$ cat src/rtl/ex_pkg.sv
// Shared types for the execute stage: ALU op codes, forward-select encodings
// and divider FSM states.
package ex_pkg;

    typedef enum logic [4:0] {
        ALU_ADD      = 5'd0,
        ALU_SUB      = 5'd1,
        ALU_AND      = 5'd2,
        ALU_OR       = 5'd3,
        ALU_XOR      = 5'd4,
        ALU_SLL      = 5'd5,
        ALU_SRL      = 5'd6,
        ALU_SRA      = 5'd7,
        ALU_SLT      = 5'd8,
        ALU_SLTU     = 5'd9,
        ALU_LUI_PASS = 5'd10,
        ALU_MUL      = 5'd11,
        ALU_DIV      = 5'd12,
        ALU_DIVU     = 5'd13,
        ALU_REM      = 5'd14,
        ALU_REMU     = 5'd15
    } alu_op_e;

    localparam logic [1:0] FWD_REGFILE = 2'b00;
    localparam logic [1:0] FWD_MEMWB   = 2'b01;
    localparam logic [1:0] FWD_EXMEM   = 2'b10;

    typedef enum logic [1:0] {IDLE, BUSY, DONE} div_state_e;

    function automatic logic is_div_op(alu_op_e op);
        return (op == ALU_DIV) || (op == ALU_DIVU) || (op == ALU_REM) || (op == ALU_REMU);
    endfunction

endpackage

$ cat src/rtl/ex_stage_if.sv
// ID/EX inputs, forwarding/hazard controls and EX/MEM outputs of the execute stage.
interface ex_stage_if import ex_pkg::*; #(parameter int XLEN = 32);

    logic            id_ex_valid;
    alu_op_e         id_ex_alu_op;
    logic [XLEN-1:0] id_ex_rs1_data;
    logic [XLEN-1:0] id_ex_rs2_data;
    logic [XLEN-1:0] id_ex_imm;
    logic            id_ex_use_imm;
    logic [4:0]      id_ex_rd;
    logic            id_ex_reg_write;
    logic            id_ex_mem_read;
    logic            id_ex_mem_write;
    logic [1:0]      forwardA;
    logic [1:0]      forwardB;
    logic [XLEN-1:0] ex_mem_fwd_data;
    logic [XLEN-1:0] mem_wb_fwd_data;
    logic            mem_stall;
    logic            flush;

    logic            ex_busy;
    logic            ex_mem_valid;
    logic [XLEN-1:0] ex_mem_result;
    logic [XLEN-1:0] ex_mem_store_data;
    logic [4:0]      ex_mem_rd;
    logic            ex_mem_reg_write;
    logic            ex_mem_mem_read;
    logic            ex_mem_mem_write;

    modport slave (
        input  id_ex_valid, id_ex_alu_op, id_ex_rs1_data, id_ex_rs2_data, id_ex_imm,
               id_ex_use_imm, id_ex_rd, id_ex_reg_write, id_ex_mem_read, id_ex_mem_write,
               forwardA, forwardB, ex_mem_fwd_data, mem_wb_fwd_data, mem_stall, flush,
        output ex_busy, ex_mem_valid, ex_mem_result, ex_mem_store_data, ex_mem_rd,
               ex_mem_reg_write, ex_mem_mem_read, ex_mem_mem_write
    );

    modport master (
        output id_ex_valid, id_ex_alu_op, id_ex_rs1_data, id_ex_rs2_data, id_ex_imm,
               id_ex_use_imm, id_ex_rd, id_ex_reg_write, id_ex_mem_read, id_ex_mem_write,
               forwardA, forwardB, ex_mem_fwd_data, mem_wb_fwd_data, mem_stall, flush,
        input  ex_busy, ex_mem_valid, ex_mem_result, ex_mem_store_data, ex_mem_rd,
               ex_mem_reg_write, ex_mem_mem_read, ex_mem_mem_write
    );

endinterface

$ cat src/rtl/ex_stage_iter_divider.sv
// Radix-2 restoring divider with IDLE/BUSY/DONE handshake; only built when
// EX_STAGE_DIV_EN is defined.
`ifdef EX_STAGE_DIV_EN
module iter_divider import ex_pkg::*; #(
    parameter int XLEN       = 32,
    parameter int DIV_CYCLES = XLEN   // one quotient bit per iteration, so must equal XLEN
) (
    input  logic            clk,
    input  logic            rst,
    input  logic            start_i,
    input  logic            abort_i,
    input  logic            hold_i,
    input  logic            signed_i,
    input  logic            rem_i,
    input  logic [XLEN-1:0] a_i,
    input  logic [XLEN-1:0] b_i,
    output logic            busy_o,
    output logic            done_o,
    output logic [XLEN-1:0] result_o
);

    localparam int CW = $clog2(DIV_CYCLES);

    div_state_e      state_q, state_d;
    logic [CW-1:0]   cnt_q, cnt_d;
    logic [XLEN-1:0] rem_q, rem_d, quo_q, quo_d, dvs_q, dvs_d, a_q, a_d;
    logic            qneg_q, qneg_d, rneg_q, rneg_d, dz_q, dz_d, remop_q, remop_d;
    logic            a_neg, b_neg;
    logic [XLEN:0]   diff;

    assign a_neg = signed_i & a_i[XLEN-1];
    assign b_neg = signed_i & b_i[XLEN-1];
    assign diff  = {rem_q, quo_q[XLEN-1]} - {1'b0, dvs_q};

    always_comb begin
        state_d = state_q;
        cnt_d   = cnt_q;
        rem_d   = rem_q;
        quo_d   = quo_q;
        dvs_d   = dvs_q;
        a_d     = a_q;
        qneg_d  = qneg_q;
        rneg_d  = rneg_q;
        dz_d    = dz_q;
        remop_d = remop_q;
        unique case (state_q)
            IDLE: if (start_i) begin
                state_d = BUSY;
                cnt_d   = '0;
                rem_d   = '0;
                quo_d   = a_neg ? -a_i : a_i;
                dvs_d   = b_neg ? -b_i : b_i;
                a_d     = a_i;
                qneg_d  = a_neg ^ b_neg;
                rneg_d  = a_neg;
                dz_d    = (b_i == '0);
                remop_d = rem_i;
            end
            BUSY: begin
                // Shift one dividend bit into the partial remainder; keep the
                // subtraction only if it did not borrow.
                rem_d = diff[XLEN] ? {rem_q[XLEN-2:0], quo_q[XLEN-1]} : diff[XLEN-1:0];
                quo_d = {quo_q[XLEN-2:0], ~diff[XLEN]};
                cnt_d = cnt_q + 1'b1;
                if (abort_i)
                    state_d = IDLE;
                else if (cnt_q == CW'(DIV_CYCLES - 1))
                    state_d = DONE;
            end
            DONE: if (abort_i || !hold_i) state_d = IDLE;
            default: state_d = IDLE;
        endcase
    end

    always_ff @(posedge clk or posedge rst) begin
        if (rst) begin
            state_q <= IDLE;
            cnt_q   <= '0;
            rem_q   <= '0;
            quo_q   <= '0;
            dvs_q   <= '0;
            a_q     <= '0;
            qneg_q  <= 1'b0;
            rneg_q  <= 1'b0;
            dz_q    <= 1'b0;
            remop_q <= 1'b0;
        end else begin
            state_q <= state_d;
            cnt_q   <= cnt_d;
            rem_q   <= rem_d;
            quo_q   <= quo_d;
            dvs_q   <= dvs_d;
            a_q     <= a_d;
            qneg_q  <= qneg_d;
            rneg_q  <= rneg_d;
            dz_q    <= dz_d;
            remop_q <= remop_d;
        end
    end

    // Most-negative / -1 falls out of the magnitude path: |q| = 2^(XLEN-1), no negation.
    assign result_o = dz_q    ? (remop_q ? a_q : '1) :
                      remop_q ? (rneg_q ? -rem_q : rem_q) :
                                (qneg_q ? -quo_q : quo_q);
    assign busy_o   = (state_q == BUSY) || ((state_q == IDLE) && start_i);
    assign done_o   = (state_q == DONE);

endmodule
`endif

$ cat src/rtl/ex_stage.sv
// Execute stage: forwarding muxes, single-cycle ALU, optional iterative divider
// (EX_STAGE_DIV_EN) and the EX/MEM pipeline register.
module ex_stage import ex_pkg::*; #(
    parameter int XLEN       = 32,
    parameter int DIV_CYCLES = XLEN
) (
    input  logic     clk,
    input  logic     rst,
    ex_stage_if.slave bus
);

    logic [XLEN-1:0] op_a, rs2_fwd, op_b, alu_res, wr_res;
    logic            is_div, wr_en, div_busy;

    logic [XLEN-1:0] result_q, result_d, store_q, store_d;
    logic [4:0]      rd_q, rd_d;
    logic            valid_q, valid_d, rw_q, rw_d, mr_q, mr_d, mw_q, mw_d;

    function automatic logic [XLEN-1:0] fwd_mux(logic [1:0] sel, logic [XLEN-1:0] rf,
                                                logic [XLEN-1:0] mw, logic [XLEN-1:0] em);
        case (sel)
            FWD_REGFILE: return rf;
            FWD_MEMWB:   return mw;
            FWD_EXMEM:   return em;
            default:     return rf;
        endcase
    endfunction

    assign op_a    = fwd_mux(bus.forwardA, bus.id_ex_rs1_data, bus.mem_wb_fwd_data, bus.ex_mem_fwd_data);
    assign rs2_fwd = fwd_mux(bus.forwardB, bus.id_ex_rs2_data, bus.mem_wb_fwd_data, bus.ex_mem_fwd_data);
    assign op_b    = bus.id_ex_use_imm ? bus.id_ex_imm : rs2_fwd;
    assign is_div  = is_div_op(bus.id_ex_alu_op);

    always_comb begin
        alu_res = '0;
        case (bus.id_ex_alu_op)
            ALU_ADD:      alu_res = op_a + op_b;
            ALU_SUB:      alu_res = op_a - op_b;
            ALU_AND:      alu_res = op_a & op_b;
            ALU_OR:       alu_res = op_a | op_b;
            ALU_XOR:      alu_res = op_a ^ op_b;
            ALU_SLL:      alu_res = op_a << op_b[4:0];
            ALU_SRL:      alu_res = op_a >> op_b[4:0];
            ALU_SRA:      alu_res = $signed(op_a) >>> op_b[4:0];
            ALU_SLT:      alu_res = {{(XLEN-1){1'b0}}, $signed(op_a) < $signed(op_b)};
            ALU_SLTU:     alu_res = {{(XLEN-1){1'b0}}, op_a < op_b};
            ALU_LUI_PASS: alu_res = op_b;
            ALU_MUL:      alu_res = op_a * op_b;
            default:      alu_res = '0;
        endcase
    end

`ifdef EX_STAGE_DIV_EN
    logic            div_done;
    logic [XLEN-1:0] div_res;

    iter_divider #(.XLEN(XLEN), .DIV_CYCLES(DIV_CYCLES)) u_div (
        .clk      (clk),
        .rst      (rst),
        .start_i  (bus.id_ex_valid & is_div & ~bus.flush),
        .abort_i  (bus.flush),
        .hold_i   (bus.mem_stall),
        .signed_i ((bus.id_ex_alu_op == ALU_DIV) || (bus.id_ex_alu_op == ALU_REM)),
        .rem_i    ((bus.id_ex_alu_op == ALU_REM) || (bus.id_ex_alu_op == ALU_REMU)),
        .a_i      (op_a),
        .b_i      (op_b),
        .busy_o   (div_busy),
        .done_o   (div_done),
        .result_o (div_res)
    );

    // A div op only reaches EX/MEM from DONE; until then it leaves bubbles behind.
    assign wr_en  = bus.id_ex_valid & ~bus.flush & (~is_div | div_done);
    assign wr_res = is_div ? div_res : alu_res;
`else
    assign div_busy = 1'b0;
    assign wr_en    = bus.id_ex_valid & ~bus.flush;
    assign wr_res   = alu_res;
`endif

    assign bus.ex_busy = bus.mem_stall | div_busy;

    always_comb begin
        valid_d  = valid_q;
        result_d = result_q;
        store_d  = store_q;
        rd_d     = rd_q;
        rw_d     = rw_q;
        mr_d     = mr_q;
        mw_d     = mw_q;
        if (!bus.mem_stall) begin
            valid_d  = wr_en;
            result_d = wr_en ? wr_res : '0;
            store_d  = wr_en ? rs2_fwd : '0;
            rd_d     = wr_en ? bus.id_ex_rd : '0;
            rw_d     = wr_en & bus.id_ex_reg_write;
            mr_d     = wr_en & bus.id_ex_mem_read;
            mw_d     = wr_en & bus.id_ex_mem_write;
        end
    end

    always_ff @(posedge clk or posedge rst) begin
        if (rst) begin
            valid_q  <= 1'b0;
            result_q <= '0;
            store_q  <= '0;
            rd_q     <= '0;
            rw_q     <= 1'b0;
            mr_q     <= 1'b0;
            mw_q     <= 1'b0;
        end else begin
            valid_q  <= valid_d;
            result_q <= result_d;
            store_q  <= store_d;
            rd_q     <= rd_d;
            rw_q     <= rw_d;
            mr_q     <= mr_d;
            mw_q     <= mw_d;
        end
    end

    assign bus.ex_mem_valid      = valid_q;
    assign bus.ex_mem_result     = result_q;
    assign bus.ex_mem_store_data = store_q;
    assign bus.ex_mem_rd         = rd_q;
    assign bus.ex_mem_reg_write  = rw_q;
    assign bus.ex_mem_mem_read   = mr_q;
    assign bus.ex_mem_mem_write  = mw_q;

endmodule
$ cat src/flat_wrapper.sv
// flat-port wrapper written by rule: the top's interface ports become plain ports
module ex_stage_flat import ex_pkg::*;
#(
    parameter int XLEN       = 32,
    parameter int DIV_CYCLES = XLEN
)
  (clk, rst, bus_id_ex_valid, bus_id_ex_alu_op, bus_id_ex_rs1_data, bus_id_ex_rs2_data, bus_id_ex_imm, bus_id_ex_use_imm, bus_id_ex_rd, bus_id_ex_reg_write, bus_id_ex_mem_read, bus_id_ex_mem_write, bus_forwardA, bus_forwardB, bus_ex_mem_fwd_data, bus_mem_wb_fwd_data, bus_mem_stall, bus_flush, bus_ex_busy, bus_ex_mem_valid, bus_ex_mem_result, bus_ex_mem_store_data, bus_ex_mem_rd, bus_ex_mem_reg_write, bus_ex_mem_mem_read, bus_ex_mem_mem_write);
  ex_stage_if #(.XLEN(XLEN)) bus_i ();
  input  logic clk;
  input  logic rst;
  input wire logic [$bits(bus_i.id_ex_valid)-1:0] bus_id_ex_valid;
  input wire logic [$bits(bus_i.id_ex_alu_op)-1:0] bus_id_ex_alu_op;
  input wire logic [$bits(bus_i.id_ex_rs1_data)-1:0] bus_id_ex_rs1_data;
  input wire logic [$bits(bus_i.id_ex_rs2_data)-1:0] bus_id_ex_rs2_data;
  input wire logic [$bits(bus_i.id_ex_imm)-1:0] bus_id_ex_imm;
  input wire logic [$bits(bus_i.id_ex_use_imm)-1:0] bus_id_ex_use_imm;
  input wire logic [$bits(bus_i.id_ex_rd)-1:0] bus_id_ex_rd;
  input wire logic [$bits(bus_i.id_ex_reg_write)-1:0] bus_id_ex_reg_write;
  input wire logic [$bits(bus_i.id_ex_mem_read)-1:0] bus_id_ex_mem_read;
  input wire logic [$bits(bus_i.id_ex_mem_write)-1:0] bus_id_ex_mem_write;
  input wire logic [$bits(bus_i.forwardA)-1:0] bus_forwardA;
  input wire logic [$bits(bus_i.forwardB)-1:0] bus_forwardB;
  input wire logic [$bits(bus_i.ex_mem_fwd_data)-1:0] bus_ex_mem_fwd_data;
  input wire logic [$bits(bus_i.mem_wb_fwd_data)-1:0] bus_mem_wb_fwd_data;
  input wire logic [$bits(bus_i.mem_stall)-1:0] bus_mem_stall;
  input wire logic [$bits(bus_i.flush)-1:0] bus_flush;
  output wire logic [$bits(bus_i.ex_busy)-1:0] bus_ex_busy;
  output wire logic [$bits(bus_i.ex_mem_valid)-1:0] bus_ex_mem_valid;
  output wire logic [$bits(bus_i.ex_mem_result)-1:0] bus_ex_mem_result;
  output wire logic [$bits(bus_i.ex_mem_store_data)-1:0] bus_ex_mem_store_data;
  output wire logic [$bits(bus_i.ex_mem_rd)-1:0] bus_ex_mem_rd;
  output wire logic [$bits(bus_i.ex_mem_reg_write)-1:0] bus_ex_mem_reg_write;
  output wire logic [$bits(bus_i.ex_mem_mem_read)-1:0] bus_ex_mem_mem_read;
  output wire logic [$bits(bus_i.ex_mem_mem_write)-1:0] bus_ex_mem_mem_write;
  assign bus_i.id_ex_valid = bus_id_ex_valid;
  assign bus_i.id_ex_alu_op = bus_id_ex_alu_op;
  assign bus_i.id_ex_rs1_data = bus_id_ex_rs1_data;
  assign bus_i.id_ex_rs2_data = bus_id_ex_rs2_data;
  assign bus_i.id_ex_imm = bus_id_ex_imm;
  assign bus_i.id_ex_use_imm = bus_id_ex_use_imm;
  assign bus_i.id_ex_rd = bus_id_ex_rd;
  assign bus_i.id_ex_reg_write = bus_id_ex_reg_write;
  assign bus_i.id_ex_mem_read = bus_id_ex_mem_read;
  assign bus_i.id_ex_mem_write = bus_id_ex_mem_write;
  assign bus_i.forwardA = bus_forwardA;
  assign bus_i.forwardB = bus_forwardB;
  assign bus_i.ex_mem_fwd_data = bus_ex_mem_fwd_data;
  assign bus_i.mem_wb_fwd_data = bus_mem_wb_fwd_data;
  assign bus_i.mem_stall = bus_mem_stall;
  assign bus_i.flush = bus_flush;
  assign bus_ex_busy = bus_i.ex_busy;
  assign bus_ex_mem_valid = bus_i.ex_mem_valid;
  assign bus_ex_mem_result = bus_i.ex_mem_result;
  assign bus_ex_mem_store_data = bus_i.ex_mem_store_data;
  assign bus_ex_mem_rd = bus_i.ex_mem_rd;
  assign bus_ex_mem_reg_write = bus_i.ex_mem_reg_write;
  assign bus_ex_mem_mem_read = bus_i.ex_mem_mem_read;
  assign bus_ex_mem_mem_write = bus_i.ex_mem_mem_write;
  ex_stage #(.XLEN(XLEN), .DIV_CYCLES(DIV_CYCLES)) u_core (.clk(clk), .rst(rst), .bus(bus_i));
endmodule
$ cat config.mk
export PLATFORM = sky130hd
export DESIGN_NAME = ex_stage_flat
export DESIGN_NICKNAME = d
export VERILOG_FILES = /design/src/rtl/ex_pkg.sv /design/src/rtl/ex_stage_if.sv /design/src/rtl/ex_stage_iter_divider.sv /design/src/rtl/ex_stage.sv /design/src/flat_wrapper.sv
export SDC_FILE = /design/constraint.sdc
export NUM_CORES = 2
export LEC_CHECK = 0
export CAP_MARGIN = 20
export CORE_ASPECT_RATIO = 0.7
export CORE_MARGIN = 3
export CORE_UTILIZATION = 45
export CTS_BUF_LIST = sky130_fd_sc_hd__clkbuf_8
export CTS_CLUSTER_SIZE = 20
export DETAILED_ROUTE_END_ITERATION = 7
export SYNTH_ARGS = -nofsm -noshare
export SYNTH_HDL_FRONTEND = slang
export SYNTH_SLANG_ARGS = --single-unit
$ cat constraint.sdc
create_clock -name clk -period 5.97 [get_ports clk]
set_input_delay 0.597 -clock clk [delete_from_list [all_inputs] [get_ports clk]]
set_output_delay 0.597 -clock clk [all_outputs]
set_load 0.005 [all_outputs]
==> impl_metrics.toml <==
[final_layout]
multi_input_area_mm2 = 0.0250
nFillCells = 5472
area_growth_pct = 37.5
fin_cells = 5143
post-route-cell-area_mm2 = 0.0387
layout_commonest_cell = "buf_4"
fin_nets = 5134
final_util_pct = 62.7
layout-drive-gt1-share_pct = 25.4
final-seq-area_mm2 = 0.00183
final_cell_mix = "602 x buf_4, 465 x nor2_1, 436 x inv_1"

[synth]
async_reset_ff_share_pct = 100
syn_nets = 4404
yosys_warnings = 0
synth_area_mm2 = 0.0282
ys_ff_latch = 73
synth_edf_count = 0
synthFlopType = "dfrtp_1"
synthDistinctLibCells = 87
post_synth.cell_area_avg_um2 = 7.85
synth_cells = 3587
ys_seq_area_share_pct = 6.49

[worst_setup_path]
crit_top_cell = "fa_1"
critPathMaxStageDelay_ns = 0.57
r2r_end = "u_core.bus.ex_mem_result[31]"
worstSetupStartpointType = "primary input"
worstPathRequired_ns = 6.31
cp.arrival_ns = 8.41
r2r_start = "u_core.bus.ex_mem_result[31]"
reg2regPathDepth = 6
cp_slowest_cell = "fa_1"
worst-path-max-fanout = 6
critPathKind = "in2reg"
r2r_slack_ns = 3.63
worstSetupEndpointType = "register"

[global_routing]
grt_antenna_before_repair = 6
grt_pass1_wl_um = 212000
overflow = 0
grt_pass1_vias = 30800
track_usage_pct = 43.8
grt_max_degree = 68

[route]
wl_met1_um = 59500
drcViolationCount = 0
wl_per_cell_um = 28.3
ant_nets = 0
drt_first_pass_iters = 7
dr_wl_met3_um = 20700
wl_met2_um = 58500
drtIter0Drc = 3928
vias = 31200
via_per_inst = 6.07
routed.top_layer = "met5"
routed_wirelength_um = 145000

[cts]
cts_buffer_depth = 2
cts_max_level = 3
cts_tree = "yes"
cts_buffers = 9
clock_sinks = 73
clk_latency_ns = 0.44
clock-root-buffer = "clkbuf_8"
clkTransAtPathRegs_ns = 0.13

[floorplanning]
fp.dieH_um = 215
row_count = 76
coreArea_mm2 = 0.0617
io-pin-count = 257
dieArea_mm2 = 0.0657
die_w_um = 305
start_util_pct = 45.6

[sta]
clock_skew_ns = 0
fmax_mhz = 124
maxSlewViolCount = 0
worstMarginPinSlew_ns = 0.920
setup_viol = 24
hold_viol = 0
rsz0062_at_grt = "yes"
period_share_pct = 135
layout_setup_ws_ns = -2.10
relSlewSlack_pct = 38.7
period_minus_slack_ns = 8.07

[placement]
gp_congestion = 1.07
dpl_cell_area_mm2 = 0.0362
dp_hpwl_um = 120000
io_buffers = 256
dp.cells = 5053

[flow_run]
cap_violations = 0

[worst_hold_path]
min_path_type = "in2async"

[status]
status = "complete, but fails checks"
violations = "negative setup slack"
repair_timing:
action,in CTS,in global routing
pin swaps,114,47
hold buffers,0,0
cloned,3,1
endpoints found under the setup margin,28,27
resized for setup,314,122
setup buffers,54,16
cell usage after synthesis, drive strengths merged, types with 15 or more instances:
library cell	instances	area (µm²)
a221oi	39	342
a21o	26	195
nand2	409	1540
o221ai	26	228
a21oi	149	746
o21a	17	128
dfrtp	73	1830
nor3	45	225
xnor2	63	552
buf	89	438
o21ai	195	1040
a31oi	16	100
o22ai	15	93.8
inv	490	1840
nand3	31	155
nor2	519	1950
a211oi	36	275
clkbuf	153	574
o31ai	24	218
a221o	24	240
a22o	19	166
fa	410	8210
o211ai	32	240
mux2	24	270
a22oi	74	561
mux2i	126	1260
ha	224	2800
nand2b	25	156
nor2b	20	125
state kept, by name (all words and copies together), names as in the netlist:
name	count
u_core.bus.ex_mem_mem_read	1
u_core.bus.ex_mem_mem_write	1
u_core.bus.ex_mem_rd	5
u_core.bus.ex_mem_reg_write	1
u_core.bus.ex_mem_result	32
u_core.bus.ex_mem_store_data	32
u_core.bus.ex_mem_valid	1
worst max-delay path: cells and delay by family:
kind            cells  cell delay (ns)
compound gates      7             1.58
simple gates        6             0.77
buf+inv             9             0.93
fa+ha+maj          10             4.50
per-layer routing:
layer | vias up | GRT usage (%)
met3 | 338 | 16.3
met1 | 15300 | 61.1
met2 | 2192 | 61.9
met4 | 8 | 15.6
li1 | 13400 | -
met5 | - | 0
worst max-delay path by stage:
stage,to,slack [ns],startpoint,cells past startpoint
detailed placement,u_core.bus.ex_mem_result[21],-3.36,bus_forwardB[1],38
CTS,u_core.bus.ex_mem_result[28],-1.88,bus_forwardB[0],33
global route,u_core.bus.ex_mem_result[30],-2.18,bus_forwardB[0],32
global placement,u_core.bus.ex_mem_result[21],-3.33,bus_forwardB[1],38
finish,u_core.bus.ex_mem_result[30],-2.10,bus_forwardB[1],32
floorplan,u_core.bus.ex_mem_result[31],-2.32,bus_forwardB[1],33
stage by stage:
step           setup WS [ns]  hold slack, ns  setup TNS [ns]
2_1_floorplan          -2.32           0.474          -42.02
3_3_place_gp           -3.33           0.463          -71.99
6_report               -2.10           0.470          -37.35
4_1_cts                -1.88           0.485          -35.40
3_5_place_dp           -3.36           0.467          -71.77
5_1_grt                -2.18           0.522          -41.93
cells by family (layout without fill, tap and decap cells):
logic type,after synthesis,count (layout),synth area share (%)
simple gates,1109,1109,16.2
other cells,0,2,0
compound gates,802,802,19.8
flops,73,73,6.49
buf+inv,738,1473,10.2
xor+xnor,81,81,2.76
fa+ha+maj,634,634,39.1
mux,150,150,5.44
final cells by class:
| cell class | count | share of cell area, % |
|---|---|---|
| multi-input cells | 2776 | 64.6 |
| repair buffers | 961 | 22.4 |
| inverters | 496 | 4.99 |
| flip-flops and latches | 73 | 4.72 |
| well taps | 819 | 2.65 |
| clock buffers | 10 | 0.356 |
| clock inverters | 6 | 0.229 |
| diodes | 2 | 0.0129 |
Power is not shown: default switching activity piles up to over one toggle a cycle in this logic, so the estimate is an artifact.
